## src/rtl/keccak_theta_sched.sv

```systemverilog
// keccak_theta_sched
// ------------------
// Drives the shared 5-input XOR parity unit through the Keccak theta step
// for one 1600-bit state. It runs in two phases:
//   1. It requests 10 column-half parities (x0 lo, x0 hi, ... x4 hi) and
//      collects the column parities C[x] in a local register file.
//   2. It streams D[x] = C[(x+4)%5] ^ ROL(C[(x+1)%5], ROT) for x = 0..4 over
//      a valid/ready handshake.
//
// Ports
//   i_clk, i_rst            clock, synchronous active-high reset
//   i_start                 one-cycle pulse that starts a pass when idle
//   o_busy / o_done         pass in progress / one-cycle completion pulse
//   o_par_req, i_par_gnt    request to, and grant from, the shared XOR unit
//   o_par_col, o_par_half   column and half of the current request
//   i_parity                XOR result, valid one cycle after the grant
//   o_d_valid, i_d_ready    handshake for the D stream
//   o_d_x, o_d_data         column index and 2*HALF_W-bit D word
//   o_err, i_err_clr        only present when KECCAK_THETA_SCHED_ERR_EN is
//                           defined: a sticky flag for a start that arrives
//                           while not idle, and its clear input
//
// Optional feature macro: KECCAK_THETA_SCHED_ERR_EN
module keccak_theta_sched #(
  parameter int HALF_W = 32,
  parameter int ROT    = 1
) (
  input  logic                  i_clk,
  input  logic                  i_rst,
  input  logic                  i_start,
`ifdef KECCAK_THETA_SCHED_ERR_EN
  output logic                  o_err,
  input  logic                  i_err_clr,
`endif
  output logic                  o_busy,
  output logic                  o_done,
  output logic                  o_par_req,
  input  logic                  i_par_gnt,
  output logic [2:0]            o_par_col,
  output logic                  o_par_half,
  input  logic [HALF_W-1:0]     i_parity,
  output logic                  o_d_valid,
  input  logic                  i_d_ready,
  output logic [2:0]            o_d_x,
  output logic [2*HALF_W-1:0]   o_d_data
);

  localparam int LANE_W = 2 * HALF_W;

  typedef enum logic [2:0] {
    S_IDLE = 3'd0,
    S_PAR  = 3'd1,
    S_WAIT = 3'd2,
    S_DOUT = 3'd3,
    S_DONE = 3'd4
  } state_e;

  state_e              state_q;
  logic [3:0]          k_q;
  logic                busy_q;
  logic                done_q;
  logic                par_req_q;
  logic [2:0]          par_col_q;
  logic                par_half_q;
  logic                d_valid_q;
  logic [2:0]          d_x_q;
  logic                pend_q;
  logic [3:0]          tag_q;
  logic [HALF_W-1:0]   c_q [10];

  logic                gnt_s;
  logic [3:0]          k_nxt_s;
  logic [2:0]          idx_a_s;
  logic [2:0]          idx_b_s;
  logic [LANE_W-1:0]   lane_a_s;
  logic [LANE_W-1:0]   lane_b_s;
  logic [2*LANE_W-1:0] dbl_s;
  logic [LANE_W-1:0]   d_s;

  assign gnt_s   = par_req_q & i_par_gnt;
  assign k_nxt_s = k_q + 4'd1;

  // Sequencer FSM: the state, counters and all registered control outputs.
  always_ff @(posedge i_clk) begin
    if (i_rst) begin
      state_q    <= S_IDLE;
      k_q        <= 4'd0;
      busy_q     <= 1'b0;
      done_q     <= 1'b0;
      par_req_q  <= 1'b0;
      par_col_q  <= 3'd0;
      par_half_q <= 1'b0;
      d_valid_q  <= 1'b0;
      d_x_q      <= 3'd0;
    end else begin
      done_q <= 1'b0;
      case (state_q)
        S_IDLE: begin
          if (i_start) begin
            state_q    <= S_PAR;
            busy_q     <= 1'b1;
            par_req_q  <= 1'b1;
            k_q        <= 4'd0;
            par_col_q  <= 3'd0;
            par_half_q <= 1'b0;
          end
        end
        S_PAR: begin
          if (gnt_s) begin
            if (k_q == 4'd9) begin
              state_q    <= S_WAIT;
              par_req_q  <= 1'b0;
              par_col_q  <= 3'd0;
              par_half_q <= 1'b0;
              k_q        <= 4'd0;
            end else begin
              k_q        <= k_nxt_s;
              par_col_q  <= k_nxt_s[3:1];
              par_half_q <= k_nxt_s[0];
            end
          end
        end
        // The last parity is written to the C file at the end of this cycle.
        S_WAIT: begin
          state_q   <= S_DOUT;
          d_valid_q <= 1'b1;
          d_x_q     <= 3'd0;
        end
        S_DOUT: begin
          if (i_d_ready) begin
            if (d_x_q == 3'd4) begin
              state_q   <= S_DONE;
              d_valid_q <= 1'b0;
              d_x_q     <= 3'd0;
              busy_q    <= 1'b0;
              done_q    <= 1'b1;
            end else begin
              d_x_q <= d_x_q + 3'd1;
            end
          end
        end
        S_DONE: begin
          state_q <= S_IDLE;
        end
        default: begin
          state_q <= S_IDLE;
        end
      endcase
    end
  end

  // Parity return path: the grant tag is held for one cycle, then i_parity is written to C[tag].
  always_ff @(posedge i_clk) begin
    if (i_rst) begin
      pend_q <= 1'b0;
      tag_q  <= 4'd0;
      for (int i = 0; i < 10; i++) begin
        c_q[i] <= {HALF_W{1'b0}};
      end
    end else begin
      pend_q <= gnt_s;
      tag_q  <= k_q;
      if (pend_q) begin
        c_q[tag_q] <= i_parity;
      end
    end
  end

  // Column selection for D[x]: a = (x+4)%5, b = (x+1)%5.
  always_comb begin
    idx_a_s = 3'd0;
    idx_b_s = 3'd0;
    case (d_x_q)
      3'd0:    begin idx_a_s = 3'd4; idx_b_s = 3'd1; end
      3'd1:    begin idx_a_s = 3'd0; idx_b_s = 3'd2; end
      3'd2:    begin idx_a_s = 3'd1; idx_b_s = 3'd3; end
      3'd3:    begin idx_a_s = 3'd2; idx_b_s = 3'd4; end
      3'd4:    begin idx_a_s = 3'd3; idx_b_s = 3'd0; end
      default: begin idx_a_s = 3'd0; idx_b_s = 3'd0; end
    endcase
  end

  // D word: lanes are {hi,lo}, and the rotate takes the upper half of the doubled lane shifted left.
  always_comb begin
    lane_a_s = {c_q[{idx_a_s, 1'b1}], c_q[{idx_a_s, 1'b0}]};
    lane_b_s = {c_q[{idx_b_s, 1'b1}], c_q[{idx_b_s, 1'b0}]};
    dbl_s    = {lane_b_s, lane_b_s} << ROT;
    d_s      = lane_a_s ^ dbl_s[2*LANE_W-1:LANE_W];
  end

`ifdef KECCAK_THETA_SCHED_ERR_EN
  logic err_q;

  // Sticky flag for a start that arrives outside IDLE; setting it wins over a clear.
  always_ff @(posedge i_clk) begin
    if (i_rst) begin
      err_q <= 1'b0;
    end else if (i_start && (state_q != S_IDLE)) begin
      err_q <= 1'b1;
    end else if (i_err_clr) begin
      err_q <= 1'b0;
    end
  end

  assign o_err = err_q;
`endif

  assign o_busy     = busy_q;
  assign o_done     = done_q;
  assign o_par_req  = par_req_q;
  assign o_par_col  = par_col_q;
  assign o_par_half = par_half_q;
  assign o_d_valid  = d_valid_q;
  assign o_d_x      = d_x_q;
  // Zero outside DOUT so that old C contents never show on the port.
  assign o_d_data   = d_valid_q ? d_s : {LANE_W{1'b0}};

endmodule
```

## config.mk

```make
export PLATFORM = sky130hd
export DESIGN_NAME = keccak_theta_sched
export DESIGN_NICKNAME = d
export VERILOG_FILES = /design/src/rtl/keccak_theta_sched.sv
export SDC_FILE = /design/constraint.sdc
export NUM_CORES = 1
export LEC_CHECK = 0
export CAP_MARGIN = 40
export CORE_UTILIZATION = 43
export CTS_BUF_LIST = sky130_fd_sc_hd__clkbuf_16
export CTS_CLUSTER_DIAMETER = 200
export DETAILED_ROUTE_END_ITERATION = 7
export PLACE_DENSITY = 0.6
export RECOVER_POWER = 50
export SYNTH_ARGS = -nofsm -noshare
export SYNTH_HDL_FRONTEND = slang
export SYNTH_SLANG_ARGS = --single-unit
```

## constraint.sdc

```tcl
create_clock -name i_clk -period 12.56 [get_ports i_clk]
set_clock_uncertainty 0.1 [all_clocks]
set_input_delay 2.512 -clock i_clk [delete_from_list [all_inputs] [get_ports i_clk]]
set_output_delay 2.512 -clock i_clk [all_outputs]
set_load 0.1 [all_outputs]
```

==> impl_results.md, run 1 <==
* Status: finished, violations left
* Violated checks: capacitance limit, slew limit
* Cell variety after synth at 51
* Vias at 20.1k
* Max Fclk at 120 MHz
* Clk_lat worst skew at 0.61 ns
* Worst-path clk slew at 0.06 ns
* Die footprint at 0.0640 sq mm
* Syn Std Cell Area at 0.0271 sq mm
* Layout fillers at 5,191
* Main area contributors after synthesis: edfxtp_1 57%, mux4_2 11%, nor2_1 4.8%
* Clock power share at 0.426
* First-pass GRT wire length at 133,000 microns
* Postcts setup bufs at 0
* First-pass DRT Iterations at 6
* Post-synth EDFFs at 512
* Critical path fanouts, max at 35
* Final setup margin at 4.25 ns
* Post-CTS sizing at 0
* Initial antenna violation count at 0
* Nets at 2,253
* Yosys top cell area share at 0.567
* Root Driver: clkbuf_16
* Async SR Flop Fraction at 0
* Core Region at 0.0619 sq mm
* Post-synth top flop: edfxtp_1
* Final hold violations at 0
* Post-route setup TNS at 0 ns
* H-tree Lvls at 2
* Sink Count at 531
* Final hold slack at 0.389 ns
* Count of final max-slew check failures at 171
* Mapped Cells at 2,093
* Internal power at 2.94 mW
* # DRC at 0
* Vias in the first global route at 19.9k
* YS warnings at 0
* DIE WIDTH at 253 microns
* Peak supply drop at 113 uV
* Worst hold path class: flip-flop to flip-flop
* Sequential area share after synthesis at 0.582
* Sw Share at 0.220
* Placer Congestion at 0.838
* Final setup viols at 0
* Die height at 253 microns
* Area after DPL at 0.0304 sq mm
* Overall routing resource usage at 0.283
* I/O Pins at 112
* DRT iter0 DRCs at 2,702
* Quantity of I/O buffers inserted on ports at 111
* Power share of the sequential group at 0.531
* Worst endpoint data arrival time at 8.52 ns
* Initial Util at 0.437
* Syn_nets at 2,137
* Pre-CTS setup slack at 5.22 ns
* WL/cell at 29.4 microns
* Fin util at 0.518
* Crit path time final at 8.31 ns
* Layout cells sized above 1 at 0.182
* Yosys reg bits at 531
* P_leak at 10.4 nW
* Relative slew slack at -0.889
* Area Growth Syn to Fin at 18.4%
* Cell Pwr Density at 117 mW/mm^2
* Drt total wl at 90,800 microns
* Design area at 0.0321 sq mm
* Nature of the critical path endpoint: flip-flop
* Actual slew at the worst max-slew pin at 2.83 ns
* Cts bufs inserted at 55
* Ant. Diodes at 0
* # rows at 91
* Hpwl dp at 51,000 microns
* Synth Area per Inst at 12.9 sq um
* Fin crit share at 0.662
* WS Path Type: input port to flip-flop
* Cts hold-fix bufs at 0
* Switching Power at 0.829 mW
* Yosys top cell by area: edfxtp_1
* Global route overflow at 0
* Combinational fraction of design power at 0.043
* Required @ worst endpoint at 12.77 ns
* Vias per cell at 6.49
* Antenna Nets Post-Route at 0
* Pin count of the biggest net entering global routing at 112
* RSZ-0062 raised after global routing: no
* CTS Buffer Depth at 3
* CP Launch Type: input port
* Max-Cap Viols at 5
* CTS tree: built
## logic make-up (layout without fill, tap and decap cells)
kind of cell / count (synthesis) / after routing / synth area share
fa+ha+maj: 7 / 7 / 0.00323
mux: 136 / 136 / 0.111
flops: 531 / 531 / 0.582
simple gates: 605 / 605 / 0.0945
compound gates: 520 / 520 / 0.149
buf+inv: 227 / 388 / 0.0391
xor+xnor: 67 / 67 / 0.0217
## stage by stage
| step | total power [mW] | cells |
|---|---|---|
| after global routing | 3.85 | 3091 |
| after global placement | 2.19 | 2907 |
| final | 3.76 | 3091 |
| after detailed placement | 2.20 | 2989 |
| after CTS | 3.77 | 3091 |
| after floorplan | 2.12 | 2093 |
## state kept, by name, indices dropped and copies added, names as in the netlist
name,cells
o_d_valid,1
o_done,1
pend_q,1
o_d_x,3
tag_q,4
o_busy,1
state_q,3
c_q,512
k_q,4
o_par_req,1
## critical path: stages
cell and delay (ns):
dlygate4sd3_1 0.53, clkbuf_1 0.90, nor2b_4 0.03, clkbuf_1 0.86, nand3_2 0.26, clkbuf_1 1.89, nand2b_1 0.90, buf_4 0.56
## power groups by stage
stage	combinational, mW	clock, mW	sequential (mW)
detailed placement	0.163	0	2.03
floorplan	0.0916	0	2.03
finish	0.164	1.60	2.00
global route	0.171	1.68	2.00
CTS	0.164	1.61	2.00
global placement	0.157	0	2.03
## metal layers
layer / vias up / part of all wire / GRT usage
met2: 1356 / 0.46 / 0.442
met4: 0 / 0.027 / 0.0845
li1: 8384 / - / -
met3: 180 / 0.10 / 0.0447
met1: 10152 / 0.41 / 0.409
met5: - / 0 / 0
## layout make-up
cell class,count,area (sq um),area share
flip-flops and latches,531,15800,0.491
multi-input cells,1335,10500,0.326
repair buffers,247,2950,0.0919
clock buffers,57,1430,0.0445
well taps,837,1050,0.0326
clock inverters,45,300,0.00936
inverters,39,146,0.00456
## synthesized netlist by cell type (2+ instances only)
master and instances:
a211oi_1 57, a211oi_2 2, a21oi_1 130, a221oi_1 121, a221oi_2 36, a22o_1 33, and2_1 68, buf_1 8
buf_2 49, buf_4 13, buf_6 10, buf_8 2, clkbuf_1 106, dfxtp_1 19, edfxtp_1 512, ha_1 7
inv_1 38, mux2i_1 3, mux4_2 132, nand2_1 143, nand2b_1 15, nand3_1 7, nand4_1 4, nor2_1 344
nor2b_1 10, nor3_1 6, nor3b_1 2, nor4_1 2, o21ai_0 6, o221ai_1 2, o22a_1 31, o22ai_1 58
o31ai_1 34, xnor2_1 66
## final timing paths
| path | endpoint | slack, ns | start | cells past startpoint |
|---|---|---|---|---|
| min | o_busy$_SDFFE_PP0P_ | 0.39 | o_busy$_SDFFE_PP0P_ | 2 |
| min reg2reg | o_busy$_SDFFE_PP0P_ | 0.39 | o_busy$_SDFFE_PP0P_ | 2 |
| max | c_q[8][7]$_SDFFCE_PN0P_ | 4.25 | i_rst | 8 |
| max reg2reg | c_q[8][7]$_SDFFCE_PN0P_ | 7.16 | pend_q$_SDFF_PP0_ | 6 |
## layout by cell type (no fill, tap or decap), types with 6 or more instances in the layout
cell / instances
nor2b_1: 9
nand2b_1: 6
o31ai_1: 34
o22ai_1: 58
buf_4: 46
clkbuf_1: 10
clkdlybuf4s50_1: 106
a221oi_1: 121
clkinv_1: 11
o21ai_0: 6
dfxtp_1: 18
and2_1: 64
o22a_1: 31
a22o_1: 33
nor2_4: 6
edfxtp_1: 512
nand2_1: 143
a211oi_1: 57
a21oi_1: 130
clkinv_2: 15
xnor2_1: 66
buf_16: 19
nand2b_2: 8
inv_1: 51
nor2_1: 338
clkbuf_16: 57
a221oi_2: 36
buf_8: 58
mux4_2: 132
No activity file was read; power rests on OpenSTA's default activity.
==> inputs of run 2 (changes only) <==
==> constraint.sdc (replaced) <==
create_clock -name i_clk -period 8.7 [get_ports i_clk]
set_clock_uncertainty 0.1 [all_clocks]
set_input_delay 1.74 -clock i_clk [delete_from_list [all_inputs] [get_ports i_clk]]
set_output_delay 1.74 -clock i_clk [all_outputs]
set_load 0.1 [all_outputs]
==> run 2 against run 1 <==
Critical path depth rose by 2. Design area rose by 0.57%. Sequential cell count unchanged. Core utilization grew 0.29 points. The run still ends with capacitance limit, slew limit left. Clock-buffer cell count decreased by 2. Non-clock buffer count grew 13. Die area unchanged. First-iteration DRC count fell by 8.6%. Hold slack improved by 0.013 ns. Global-route usage hardly changed.
==> impl_results.md, run 2 (synthesized netlist as in run 1, its figures left out) <==
* Status: finished, violations left
* Violated checks: capacitance limit, slew limit
* Post-route setup TNS at 0 ns (unchanged)
* Initial Util at 0.437 (unchanged)
* Final setup viols at 0 (unchanged)
* Pre-CTS setup slack at 2.52 ns (-2.70 ns)
* Die height at 253 microns (unchanged)
* R2r endpoint: c_q[11][4]$_DFFE_PP_
* Max-Cap Viols at 7 (+2)
* Final hold slack at 0.402 ns (+0.0126 ns)
* Actual slew at the worst max-slew pin at 3.20 ns (+0.361 ns)
* Critical path fanouts, max at 22 (-37%)
* WS Path Type: flip-flop to output port
* Power share of the sequential group at 0.529 (-0.002)
* Largest register FFs at 512 (unchanged)
* DRT iter0 DRCs at 2,469 (-8.6%)
* Sw Share at 0.219 (-0.00133)
* Reg-to-Reg Start: pend_q$_SDFF_PP0_
* Ant. Diodes at 0 (unchanged)
* Final hold violations at 0 (unchanged)
* Core Region at 0.0619 sq mm (unchanged)
* Nets at 2,265 (+0.53%)
* Vias in the first global route at 20.0k (+0.31%)
* Overall routing resource usage at 0.284 (+0.000393)
* Crit path cell chain: inv_1 > ha_1 > and2_2 > clkbuf_1 > buf_12 > a221oi_2 > xnor2_1 > and2_1 > clkdlybuf4s50_1 > buf_8
* Nature of the critical path endpoint: output port
* H-tree Lvls at 2 (unchanged)
* CTS tree: built
* Area Growth Syn to Fin at 19.1%
* Vias at 20.2k (+0.78%)
* Relative slew slack at -1.13 (-0.241)
* Worst path top cell family by delay: buffers and inverters
* Antenna Nets Post-Route at 0 (unchanged)
* Flop2flop setup slack at 4.05 ns (-3.11 ns)
* Count of final max-slew check failures at 219 (+28%)
* Initial antenna violation count at 2 (+2)
* Final setup margin at 1.52 ns (-2.73 ns)
* DIE WIDTH at 253 microns (unchanged)
* Clock power share at 0.429 (+0.003)
* Root Driver: clkbuf_16
* Quantity of I/O buffers inserted on ports at 111 (unchanged)
* Post-CTS sizing at 0 (unchanged)
* # DRC at 0 (unchanged)
* R2R cell count at 5 (-1)
* Commonest non-fill, non-tap cell in the layout: edfxtp_1
* Slowest cell on the critical path: clkbuf_1
* Worst hold path class: flip-flop to flip-flop
* Delay of the slowest critical-path stage at 1.38 ns (-0.51 ns)
* Design area at 0.0323 sq mm (+0.57%)
* Drt total wl at 90,500 microns (-0.37%)
* RSZ-0062 raised after global routing: no
* # rows at 91 (unchanged)
* Pin count of the biggest net entering global routing at 84 (-25%)
* Die footprint at 0.0640 sq mm (unchanged)
* Cts hold-fix bufs at 0 (unchanged)
* First-pass GRT wire length at 133,000 microns (+0.13%)
* I/O Pins at 112 (unchanged)
* P_leak at 10.5 nW (+0.51%)
* Required @ worst endpoint at 6.86 ns (-5.91 ns)
* Peak supply drop at 146 uV (+29%)
* Cts bufs inserted at 54 (-1.8%)
* Placer Congestion at 0.857 (+2.3%)
* Internal power at 4.26 mW (+45%)
* CP Launch Type: flip-flop
* Crit path time final at 7.18 ns
* Combinational fraction of design power at 0.043 (about the same)
* Fin crit share at 0.825
* CTS Buffer Depth at 3 (unchanged)
* Postcts setup bufs at 0 (unchanged)
* First-pass DRT Iterations at 6 (unchanged)
* Most flops, register: c_q
* Area after DPL at 0.0306 sq mm (+0.61%)
* Hpwl dp at 52,200 microns (+2.4%)
* Largest regs: c_q: 512 flops, k_q: 4 flops, tag_q: 4 flops
* Commonest non-fill, non-tap cells in the layout: 512 x edfxtp_1, 338 x nor2_1, 143 x nand2_1
* Hold path cells at 2 (unchanged)
* Worst-path clk slew at 0.06 ns (about the same)
* Layout cells sized above 1 at 0.186 (+0.00441)
* Clk_lat worst skew at 0.61 ns (about the same)
* Switching Power at 1.19 mW (+44%)
* Max Fclk at 139 MHz
* Vias per cell at 6.52 (+0.42%)
* Critical path buffers and inverters at 5 (unchanged)
* Hold endpoint: o_busy$_SDFFE_PP0P_
* Global route overflow at 0 (unchanged)
* Cell Pwr Density at 169 mW/mm^2 (+44%)
* WL/cell at 29.2 microns (-0.73%)
* Hold Path Origin: o_busy$_SDFFE_PP0P_
* Worst endpoint data arrival time at 5.34 ns (-3.18 ns)
* Sink Count at 531 (unchanged)
## run 2: cell types whose count changed in the layout (fill, tap and decap cells not counted), moves of 2 or more
cell,previous run,this run
buf_12,3,14
buf_16,19,15
buf_8,58,61
bufinv_16,4,6
clkbuf_1,10,13
clkbuf_16,57,55
clkdlybuf4s50_1,106,108
clkinv_1,11,13
clkinv_2,15,13
dlygate4sd3_1,5,3
inv_1,51,46
## run 2: worst max-delay path by stage
| stage | cells after the start | endpoint | start |
|---|---|---|---|
| 4_1_cts | 11 | o_d_data[6] | o_d_x[0]$_SDFFE_PP0P_ |
| 5_1_grt | 10 | o_d_data[12] | o_d_x[0]$_SDFFE_PP0P_ |
| 3_3_place_gp | 10 | o_d_data[8] | o_d_x[0]$_SDFFE_PP0P_ |
| 6_report | 10 | o_d_data[12] | o_d_x[0]$_SDFFE_PP0P_ |
| 3_5_place_dp | 11 | o_d_data[6] | o_d_x[0]$_SDFFE_PP0P_ |
| 2_1_floorplan | 9 | o_d_data[63] | o_d_x[0]$_SDFFE_PP0P_ |
## run 2: power groups by stage
stage / clock [mW] / combinational, mW / sequential, mW
final: 2.34 / 0.234 / 2.88
after global routing: 2.45 / 0.246 / 2.89
after CTS: 2.35 / 0.235 / 2.88
after detailed placement: 0 / 0.234 / 2.94
after global placement: 0 / 0.227 / 2.93
after floorplan: 0 / 0.132 / 2.93
## run 2: worst register-to-register path, delay by kind of cell, from the launching register on
kind                   cells  cell delay [ns]
buffers and inverters      2             2.28
flip-flops                 1             0.35
AND/OR/NAND/NOR            3             1.51
## run 2: cell type report
class / count / area (sq um)
inverters: 39 / 146
clock buffers: 55 / 1380
fillers: 5271 / 29700
well taps: 837 / 1050
clock inverters: 45 / 364
repair buffers: 260 / 3110
multi-input cells: 1335 / 10500
flip-flops and latches: 531 / 15800
## run 2: stage by stage
stage,power (mW),std cells,utilization
after global routing,5.58,3102,0.521
after CTS,5.47,3102,0.522
after floorplan,3.07,2093,-
after global placement,3.16,2915,0.470
after detailed placement,3.17,3002,0.494
final,5.46,3102,0.521
## run 2: metal layers
| metal | share of wire | GRT usage | vias up |
|---|---|---|---|
| met5 | 0.00030 | 0 | - |
| met4 | 0.035 | 0.107 | 4 |
| met3 | 0.10 | 0.0433 | 224 |
| met2 | 0.47 | 0.454 | 1424 |
| met1 | 0.39 | 0.391 | 10172 |
| li1 | - | - | 8404 |
